<file path="config.mk">
export PLATFORM = sky130hd
export DESIGN_NAME = alu_cdb_arbiter
export DESIGN_NICKNAME = d
export VERILOG_FILES = /design/src/rtl/alu_cdb_arbiter.sv
export SDC_FILE = /design/constraint.sdc
export NUM_CORES = 1
export LEC_CHECK = 0
export CAP_MARGIN = 20
export CORE_ASPECT_RATIO = 1.25
export CORE_MARGIN = 2
export CORE_UTILIZATION = 35
export DETAILED_ROUTE_END_ITERATION = 10
export PLACE_DENSITY_LB_ADDON = 0.08
export SKIP_LAST_GASP = 1
export SYNTH_ARGS = -nofsm -noshare
export SYNTH_HDL_FRONTEND = slang
export SYNTH_SLANG_ARGS = --single-unit
</file>
<file path="constraint.sdc">
create_clock -name clk -period 11.7 [get_ports clk]
set_input_delay 1.17 -clock clk [delete_from_list [all_inputs] [get_ports clk]]
set_output_delay 1.17 -clock clk [all_outputs]
set_load 0.005 [all_outputs]
</file>
<file path="src/rtl/alu_cdb_arbiter.sv">
// alu_cdb_arbiter
// ---------------------------------------------------------------------------
// Purpose: shares the single CDB write port into the ROB among the ALU
// reservation-station entries that have a finished result. Each cycle at most
// one requesting entry is granted, using a round-robin search that starts at
// rr_ptr. The grantee's result and ROB tag are captured into an output
// register that is offered to the ROB.
//
// Handshake (CDB side): a beat is transferred on every cycle where cdb_valid
// and cdb_ready are both 1. While cdb_valid=1 and cdb_ready=0 the beat is
// held unchanged. cdb_valid never drops without a transfer, except on flush
// or rst. The request side has no ready signal: a grant in cycle t means the
// entry's data was taken at the end of cycle t, and the entry drops req
// from t+1.
//
// Ports:
//   clk, rst      clock; synchronous active-high reset
//   req           per-entry request (entry holds a valid result)
//   req_data      per-entry 32-bit ALU result
//   req_tag       per-entry destination ROB index
//   flush         discard the held beat and suppress any grant this cycle
//   cdb_ready     ROB accepts the current beat
//   grant         one-hot combinational grant (0 when none)
//   grant_idx     binary index of grant (0 when none)
//   cdb_valid     registered beat valid
//   cdb_tag       registered ROB index of the beat
//   cdb_data      registered result of the beat
//   stall_cycles  saturating count of cycles with cdb_valid=1, cdb_ready=0
// ---------------------------------------------------------------------------
module alu_cdb_arbiter #(
    parameter int NUM_REQ      = 8,
    parameter int REQ_IDX_BITS = 3,
    parameter int ROB_IDX_BITS = 4
) (
    input  logic                                   clk,
    input  logic                                   rst,
    input  logic [NUM_REQ-1:0]                     req,
    input  logic [NUM_REQ-1:0][31:0]               req_data,
    input  logic [NUM_REQ-1:0][ROB_IDX_BITS-1:0]   req_tag,
    input  logic                                   flush,
    input  logic                                   cdb_ready,
    output logic [NUM_REQ-1:0]                     grant,
    output logic [REQ_IDX_BITS-1:0]                grant_idx,
    output logic                                   cdb_valid,
    output logic [ROB_IDX_BITS-1:0]                cdb_tag,
    output logic [31:0]                            cdb_data,
    output logic [31:0]                            stall_cycles
);

    localparam int PW = REQ_IDX_BITS + 1;

    logic                    cdb_valid_q, cdb_valid_d;
    logic [ROB_IDX_BITS-1:0] cdb_tag_q, cdb_tag_d;
    logic [31:0]             cdb_data_q, cdb_data_d;
    logic [REQ_IDX_BITS-1:0] rr_ptr_q, rr_ptr_d;
    logic [31:0]             stall_cycles_q, stall_cycles_d;

    logic                    can_load;
    logic                    arb_en;
    logic                    grant_any;
    logic [PW-1:0]           cand_w;
    logic [REQ_IDX_BITS-1:0] cand;

    // The output register can take a new beat when it is empty or when its
    // current beat leaves this cycle (pass-through on drain).
    assign can_load = ~cdb_valid_q | cdb_ready;
    assign arb_en   = can_load & ~flush & ~rst;

    // Round-robin search: candidate i is (rr_ptr + i) mod NUM_REQ; the first
    // requesting candidate wins. The wider sum keeps the wrap correct even
    // when NUM_REQ is not a power of two.
    always_comb begin
        grant     = '0;
        grant_idx = '0;
        grant_any = 1'b0;
        cand_w    = '0;
        cand      = '0;
        if (arb_en) begin
            for (int i = 0; i < NUM_REQ; i++) begin
                cand_w = {1'b0, rr_ptr_q} + PW'(i);
                if (cand_w >= PW'(NUM_REQ)) begin
                    cand_w = cand_w - PW'(NUM_REQ);
                end
                cand = cand_w[REQ_IDX_BITS-1:0];
                if (!grant_any && req[cand]) begin
                    grant_any   = 1'b1;
                    grant[cand] = 1'b1;
                    grant_idx   = cand;
                end
            end
        end
    end

    // Next-state for the output register, pointer and stall counter.
    always_comb begin
        cdb_valid_d    = cdb_valid_q;
        cdb_tag_d      = cdb_tag_q;
        cdb_data_d     = cdb_data_q;
        rr_ptr_d       = rr_ptr_q;
        stall_cycles_d = stall_cycles_q;

        if (flush) begin
            cdb_valid_d = 1'b0;
        end else if (grant_any) begin
            cdb_valid_d = 1'b1;
            cdb_tag_d   = req_tag[grant_idx];
            cdb_data_d  = req_data[grant_idx];
            rr_ptr_d    = (grant_idx == REQ_IDX_BITS'(NUM_REQ - 1)) ? '0
                                                                    : grant_idx + 1'b1;
        end else if (cdb_ready) begin
            // Beat accepted with nothing to replace it; tag/data keep their value.
            cdb_valid_d = 1'b0;
        end

        if (cdb_valid_q && !cdb_ready && !flush && (stall_cycles_q != 32'hFFFF_FFFF)) begin
            stall_cycles_d = stall_cycles_q + 32'd1;
        end
    end

    always_ff @(posedge clk) begin
        if (rst) begin
            cdb_valid_q    <= 1'b0;
            cdb_tag_q      <= '0;
            cdb_data_q     <= '0;
            rr_ptr_q       <= '0;
            stall_cycles_q <= '0;
        end else begin
            cdb_valid_q    <= cdb_valid_d;
            cdb_tag_q      <= cdb_tag_d;
            cdb_data_q     <= cdb_data_d;
            rr_ptr_q       <= rr_ptr_d;
            stall_cycles_q <= stall_cycles_d;
        end
    end

    assign cdb_valid    = cdb_valid_q;
    assign cdb_tag      = cdb_tag_q;
    assign cdb_data     = cdb_data_q;
    assign stall_cycles = stall_cycles_q;

endmodule

</file>
; ---- Yosys cells after proc, flatten, opt, wreduce, memory -nomap -nowiden
; Index checks and enable logic that the tools add are counted.
[word_totals]
reg_bits = 72
in_bits = 300
output_inout_bits = 80
word_cells = 188
[classes]
n_addsub = 17
n_lt_le_gt_ge = 25
eq_ne = 2
mux = 96
bitwise = 13
n_reduce_logical = 30
[op_table]
columns = op, n
row1 = 2-to-1 mux 8 bit, 16
row2 = binary-select mux 32 bit (select 3 bit), 1
row3 = 2-to-1 mux 3 bit, 26
row4 = OR 8 bit, 7
row5 = < comparator 3 x 4 -> 1 bit (second input constant), 9
row6 = 2-to-1 mux 1 bit, 34
row7 = adder 32 x 1 -> 32 bit (second input constant), 1
row8 = 2-to-1 mux 32 bit, 1
row9 = != test 32 bit (second input constant), 1
row10 = greater-or-equal comparator 4 bit (second input constant), 7
row11 = binary-select mux 1 bit (select 3 bit), 8
row12 = demux 1 bit (select 3 bit), 8
row13 = greater-or-equal comparator 3 x 1 -> 1 bit (second input constant), 8
row14 = subtractor 3 x 1 -> 3 bit (second input constant), 8
row15 = logical AND 1 bit, 18
row16 = adder 3 x 3 -> 4 bit (second input constant), 4
row17 = binary-select mux 4 bit (select 3 bit), 1
row18 = logical NOT 1 bit, 9
row19 = adder 3 x 2 -> 4 bit (second input constant), 2
row20 = adder 3 x 1 -> 4 bit (second input constant), 1
row21 = greater-or-equal comparator 3 x 4 -> 1 bit (second input constant), 1
row22 = 2-to-1 mux 4 bit, 1
row23 = adder 3 x 1 -> 3 bit (second input constant), 1
row24 = == test 3 bit (second input constant), 1
row25 = other kinds (6), 9

; ---- Depth between registers and ports, before layout
; Gate-level depths: netlist of the first run.
[depth]
depth_word = 39
mapped_depth = 20
depth_no_buf = 14

; ---- Least setup slack after synthesis of the first run
; OpenSTA, ideal clock, no wires.
[synth_path]
path_kind = flip-flop to output port
start = register rr_ptr_q[0]
end = output port grant_idx[1]
t_arrival_ps = 3464
t_required_ps = 10530
path_slack_ps = 7066
stages_incl_launch_ff = 15
n_path_buf = 5
cell_sequence = dfxtp_1 buf_6 inv_2 clkbuf_1 ha_1 buf_2 mux2_2 a221oi_4 a32o_2 nand3_1 o221a_2 a221o_1 buf_2 buf_2 inv_1
[synth_via]
elab_chain_len = 35
word_cells_on_any_way = 92
cone_classes = 15 x add/sub / 8 x order compare / 55 x mux / 14 x reduce/logical
[synth_lines]
columns = element, line_no
row1 = "start, declared", 55  ; logic [REQ_IDX_BITS-1:0] rr_ptr_q, rr_ptr_d;
row2 = "start signal, assigned", 131  ; rr_ptr_q <= rr_ptr_d;
row3 = branches (longest 33 deep; another with adder 3 x 1 -> 4 bit), n/a
row4 = 2-to-1 mux 3 bit (*), 85  ; if (!grant_any && req[cand]) begin
row5 = 2-to-1 mux 3 bit (*), 78  ; if (arb_en) begin
row6 = "end, declared", 43  ; output logic [REQ_IDX_BITS-1:0] grant_idx,
; Every way passes the cells marked *. The select of a mux whose other input is x is not followed.

; ---- Final worst setup path of the first run
[layout_path]
start = register rr_ptr_q[1]
end = output port grant_idx[0]
; Same word-level chain as after synthesis.

==> summary.md, run 1 <==
| Metric | Value |
|---|---|
| Pre-CTS WS | 5.437 ns |
| Worst Tran Pin Value | 1.034 ns |
| Final worst slack | 5.360 ns |
| Seq/Total Area, Yosys | 0.1955 |
| Max_cap viols | 0 |
| N_diodes | 0 |
| Row count | 59 |
| Vias in the first global route | 7677 |
| CP Class | reg2out |
| Unrepaired setup endpoints after global routing | false |
| Io pins | 380 |
| Syn nets | 1124 |
| Setup violators final | 0 |
| Post-CTS Setup Bufs | 0 |
| Initial antenna violation count | 5 |
| Area occupied by multi-input gates | 5368 sq um |
| Vias | 7797 |
| FF/Latch Area | 1441 sq um |
| Share of the synthesized area in the top cell type | 0.1955 |
| Post-cts sizing count | 0 |
| Drc violations | 0 |
| Grt total ovfl | 0 |
| Syn Inst Count | 815 |
| Die Width | 133.8 um |
| Clock sinks | 72 |
| Yosys warning total | 0 |
| Peak VDD IR | 0.06456 mV |
| DIE AREA | 22250 sq um |
| Crit share post-route | 0.5418 |
| CORE AREA | 20740 sq um |
| Critical R2R Launch | rr_ptr_q[1] |
| Final RePlAce weighted congestion | 0.8430 |
| Num CTS Buffers | 9 |
| Worst reg2reg setup slack | 5.99 ns |
| Commonest cells post-synth | mux2i_1, o2111ai_1, dfxtp_1 |
| Status | finished, final reports clean |
| Initial core utilization | 0.3554 |
| Worst-skew pair later-pin latency | 0.34 ns |
| Hold Path Depth | 2 |
| Routed wire length | 29890 um |
| Fraction of layout cells with a size suffix above 1 | 0.1100 |
| R2R cell count | 13 |
| Final non-filler cell total | 1419 |
| Root Buffer | clkbuf_16 |
| Placed cells | 1403 |
| CTS Buffer Depth | 2 |
| Setup TNS | 0 ns |
| F_max | 0.1577 GHz |
| Post-synth EDFFs | 0 |
| Hold EP | cdb_tag[1] |
| Die H | 166.3 um |
| First-pass GRT wire length | 45150 um |
| Synth cell types | 67 |
| Final #Nets | 1449 |
| Largest net degree at the start of global routing | 74 |
| Syn Area/Cell | 9.045 sq um |
| WHS | 0.4678 ns |
| Yosys reg bits | 72 |
| Relative max-transition margin | 0.3078 |
| Min Tclk post-route | 6.340 ns |
| Synth top area cells | dfxtp_1, mux2i_1, o2111ai_1 |
| HP Class | reg2reg |
| Critical Path Source Type | flip-flop |
| Final hold violations | 0 |
| Hold path start | cdb_tag[1] |
| CTS tree | built |
| Crit path capture type | output pin |
| GRT Total Usage | 0.2602 |
| Synth area leader | dfxtp_1 |
| Iter 0 DRT Violations | 624 |
| Fillers | 1879 |
| Final Skew | 0.01136 ns |
| H-tree depth | 3 |
| Leakage | 4.469 nW |
| Most frequent cell after synthesis | mux2i_1 |
| PwrDens | 85.19 nW/um^2 |
| CTS Hold Bufs | 0 |
| Clock-pin transition on the worst setup and hold timing paths | 0.06 ns |
| Share of synthesized registers carrying an async set or reset | 0 |
| Detailed placement HPWL | 23140 um |
| Post-synth top flop | dfxtp_1 |
| CP arrival | 5.17 ns |
| DRT antenna net count | 0 |
| Vias per cell | 5.495 |
| Layout area overhead | 56.89% |
| Routed wire per std cell | 21.07 um |
| Cell Area, Synth | 7372 sq um |
| Slew Limit Fails | 0 |
| Crit Reg-Reg Endpoint | cdb_data[0] |
| Critical Path Fanout Max | 65 |
| Total power | 0.9853 mW |
| I/O Buffers | 379 |
| Worst Path Required | 10.53 ns |
| Router iterations before antenna repair | 5 |
## cell usage in the layout, fill, tap and decap left out, types with 4 or more instances in the layout
master / Yosys / final
clkdlybuf4s50_1: 0 / 379
and3_1: 5 / 5
xnor2_1: 16 / 16
nand2_1: 59 / 59
nand2b_1: 4 / 4
o211ai_2: 10 / 10
xor2_1: 13 / 13
mux2_2: 31 / 31
dfxtp_1: 72 / 72
o211ai_1: 26 / 26
mux2_4: 20 / 20
ha_1: 9 / 9
mux4_2: 14 / 14
and2_1: 4 / 4
mux2_1: 28 / 28
o21ai_0: 9 / 9
buf_4: 7 / 13
inv_1: 45 / 45
o221ai_1: 37 / 37
a222oi_1: 4 / 4
nand3_1: 10 / 10
mux2i_1: 91 / 91
a211oi_1: 8 / 8
nand4_1: 10 / 10
clkbuf_16: 0 / 9
or3_1: 4 / 4
o2111ai_1: 73 / 73
nor2b_1: 5 / 5
a21oi_1: 18 / 17
nor2_1: 59 / 58
nor3_1: 7 / 7
and4_1: 4 / 4
## report_power, final
group | switching (mW) | leakage, nW | internal (mW)
registers | 0.0103 | 0.589 | 0.264
logic | 0.164 | 3.71 | 0.215
clock network | 0.121 | 0.171 | 0.211
total | 0.295 | 4.47 | 0.690
## cell families after synthesis
group	share of synthesized area
xor gates and xnor gates	0.03666
adders and majority gates	0.01528
muxes	0.3097
DFF	0.1955
buffers and inverters	0.08469
and+or+nand+nor	0.1156
AOI/OAI and AO/OA	0.2425
## worst max-delay path by stage
stage | from | end | slack, ns
after floorplan | rr_ptr_q[0] | grant_idx[1] | 7.07
after global placement | req[4] | grant_idx[0] | 5.53
after detailed placement | req[4] | grant_idx[0] | 5.44
after CTS | rr_ptr_q[1] | grant_idx[0] | 5.39
after global routing | rr_ptr_q[1] | grant_idx[0] | 5.09
final | rr_ptr_q[1] | grant_idx[0] | 5.36
## sequential cells by signal, indices dropped and copies added, names as in the netlist
| name | cells |
|---|---|
| stall_cycles | 32 |
| cdb_valid | 1 |
| rr_ptr_q | 3 |
| cdb_data | 32 |
| cdb_tag | 4 |
## final cells by class
| cell class | instances | share of cell area |
|---|---|---|
| clock buffer | 9 | 0.01947 |
| multi-input combinational | 619 | 0.4641 |
| inverter | 46 | 0.01493 |
| sequential | 72 | 0.1246 |
| clock inverter | 7 | 0.01082 |
| timing repair buffer | 392 | 0.3364 |
| tap | 274 | 0.02964 |
## worst max-delay path: stages, from the launching register on
cell and delay (ns):
dfxtp_1 0.30, buf_4 0.25, inv_1 0.14, ha_1 0.79, mux2_1 0.42, a2bb2oi_1 0.48, a32oi_4 0.26, o21bai_4 0.82
o221ai_4 0.14, buf_4 0.47, inv_1 0.20, clkdlybuf4s50_1 0.52
## metal layers
| metal | track usage | part of all wire | vias up |
|---|---|---|---|
| li1 | - | - | 3816 |
| met1 | 0.2933 | 0.38 | 3631 |
| met2 | 0.4727 | 0.51 | 303 |
| met3 | 0.08150 | 0.085 | 37 |
| met4 | 0.06290 | 0.018 | 10 |
| met5 | 0 | 0.0020 | - |
## metrics by stage
stage          instance area, sq um    util
5_1_grt                       11570  0.5576
4_1_cts                       11570  0.5576
3_3_place_gp                  11220  0.5407
6_report                      11570  0.5576
3_5_place_dp                  11220  0.5407
2_1_floorplan                  7372       -
Note: power is estimated with default switching activity, not from simulation.
==> run 2, diff against run 1 <==
clock period = 6.2 ns   (was 11.7 ns; I/O delays follow)
==> run 2 against run 1 <==
Register-to-register slack worse by 4.9 ns. Critical path type unchanged. Clock power rose by 63%. Combinational power increased by 96%. Routed wire length is 3.1% higher. Clock-buffer cell count rose by 2. Core utilization grew 0.11 points. Cell count up 0.42%. Die area is the same. First-iteration DRC count is 25% lower.
==> summary.md, run 2 (synthesis results as in run 1) <==
| Metric | Value |
|---|---|
| Vias per cell | 5.610 |
| Core Util, Final | 0.5587 |
| CTS Buffer Depth | 2 |
| Final Skew | 0.01283 ns |
| Initial core utilization | 0.3554 |
| CP Class | reg2out |
| Final hold violations | 0 |
| Clk pwr share | 0.300 |
| Status | finished, final reports clean |
| Iter 0 DRT Violations | 471 |
| H-tree depth | 3 |
| Clock sinks | 72 |
| Gate power share | 0.412 |
| Slew Limit Fails | 0 |
| Fillers | 1877 |
| Final non-filler cell total | 1425 |
| Fraction of layout cells with a size suffix above 1 | 0.1115 |
| Critical Path Fanout Max | 38 |
| Vias | 7994 |
| DIE AREA | 22250 sq um |
| Max_cap viols | 0 |
| DRT antenna net count | 0 |
| Most frequent cells in the layout | clkdlybuf4s50_1, mux2i_1, o2111ai_1, dfxtp_1, nand2_1 |
| Io pins | 380 |
| Detailed placement HPWL | 23160 um |
| Commonest non-fill, non-tap cell in the layout | clkdlybuf4s50_1 |
| Vias in the first global route | 7914 |
| Routed wire per std cell | 21.62 um |
| Crit path capture type | output pin |
| Worst path cell trace | inv_2 -> ha_1 -> mux4_2 -> mux2i_1 -> nand3b_1 -> o21bai_4 -> o221ai_4 -> inv_1 -> clkdlybuf4s50_1 |
| R2R cell count | 11 |
| I/O Buffers | 379 |
| Min Tclk post-route | 5.223 ns |
| Leakage | 4.478 nW |
| Die Width | 133.8 um |
| Routed wire length | 30810 um |
| Area occupied by multi-input gates | 5368 sq um |
| Root Buffer | clkbuf_16 |
| Router iterations before antenna repair | 5 |
| Slowest cell delay on critical path | 0.84 ns |
| Hold Path Depth | 2 |
| Final #Nets | 1452 |
| Peak VDD IR | 0.1262 mV |
| CP arrival | 4.60 ns |
| GRT Total Usage | 0.2717 |
| Final RePlAce weighted congestion | 0.8685 |
| Clock-pin transition on the worst setup and hold timing paths | 0.06 ns |
| Layout area overhead | 57.21% |
| Post-cts sizing count | 0 |
| CTS Hold Bufs | 0 |
| Worst-skew pair later-pin latency | 0.35 ns |
| CORE AREA | 20740 sq um |
| Crit share post-route | 0.8424 |
| Row count | 59 |
| PwrDens | 155.2 nW/um^2 |
| CTS tree | built |
| Post-CTS Setup Bufs | 0 |
| Sw Share | 0.3121 |
| First-pass GRT wire length | 47220 um |
| Setup TNS | 0 ns |
| Unrepaired setup endpoints after global routing | false |
| Setup violators final | 0 |
| FF/Latch Area | 1441 sq um |
| Worst Path Required | 5.58 ns |
| Largest net degree at the start of global routing | 109 |
| Worst reg2reg setup slack | 1.08 ns |
| Sequential power share | 0.288 |
| Int Power | 1.238 mW |
| Relative max-transition margin | 0.2664 |
| F_max | 0.1915 GHz |
| Worst Tran Pin Value | 1.100 ns |
| CP max-delay cell | ha_1 |
| HP Class | reg2reg |
| Die H | 166.3 um |
| P_sw | 0.5615 mW |
| Grt total ovfl | 0 |
| Num CTS Buffers | 9 |
| Initial antenna violation count | 6 |
| Placed cells | 1405 |
| Critical Path Source Type | flip-flop |
| Drc violations | 0 |
==> run 2: power by group through the flow <==
| stage | Sequential (mW) | Combinational, mW | Clock (mW) |
|---|---|---|---|
| final | 0.517 | 0.742 | 0.540 |
| after global routing | 0.522 | 0.799 | 0.569 |
| after CTS | 0.518 | 0.736 | 0.551 |
| after detailed placement | 0.527 | 0.733 | 0 |
| after global placement | 0.527 | 0.730 | 0 |
| after floorplan | 0.529 | 0.361 | 0 |
==> run 2: stage by stage <==
step	area, sq um	setup slack (ns)	hold WS [ns]	power [mW]
finish	11590	0.9771	0.4666	1.799
global route	11590	0.6937	0.4903	1.890
CTS	11550	0.9875	0.4715	1.804
detailed placement	11260	1.284	0.4562	1.260
global placement	11260	1.452	0.4460	1.257
floorplan	7372	2.058	0.4607	0.8895
==> run 2: area by class of cell <==
cell class,count,area share
multi-input combinational,619,0.4631
timing repair buffer,395,0.3416
sequential,72,0.1244
tap,274,0.02958
clock buffer,11,0.02094
inverter,46,0.01490
clock inverter,5,0.004858
antenna,3,0.0006477
==> run 2: worst paths after layout <==
check                     from            to
setup / recovery   rr_ptr_q[0]  grant_idx[0]
hold / removal    cdb_data[31]  cdb_data[31]
setup reg to reg   rr_ptr_q[0]    cdb_tag[2]
hold reg to reg   cdb_data[31]  cdb_data[31]
==> run 2: per-layer routing <==
metal | GRT usage | share of wire | routed length [um]
met1 | 0.3218 | 0.39 | 11890
met2 | 0.4749 | 0.51 | 15750
met3 | 0.07723 | 0.082 | 2526
met4 | 0.07771 | 0.019 | 596
met5 | 0 | 0.0018 | 54
==> run 2: critical path: cells and delay by family (launching register included) <==
family | cells | cell delay, ns
multiplexers | 2 | 0.95
buffers and inverters | 3 | 0.87
AO/OA/AOI/OAI | 2 | 1.03
AND/OR/NAND/NOR | 1 | 0.23
flip-flops | 1 | 0.34
adder cells (fa/ha/maj) | 1 | 0.84
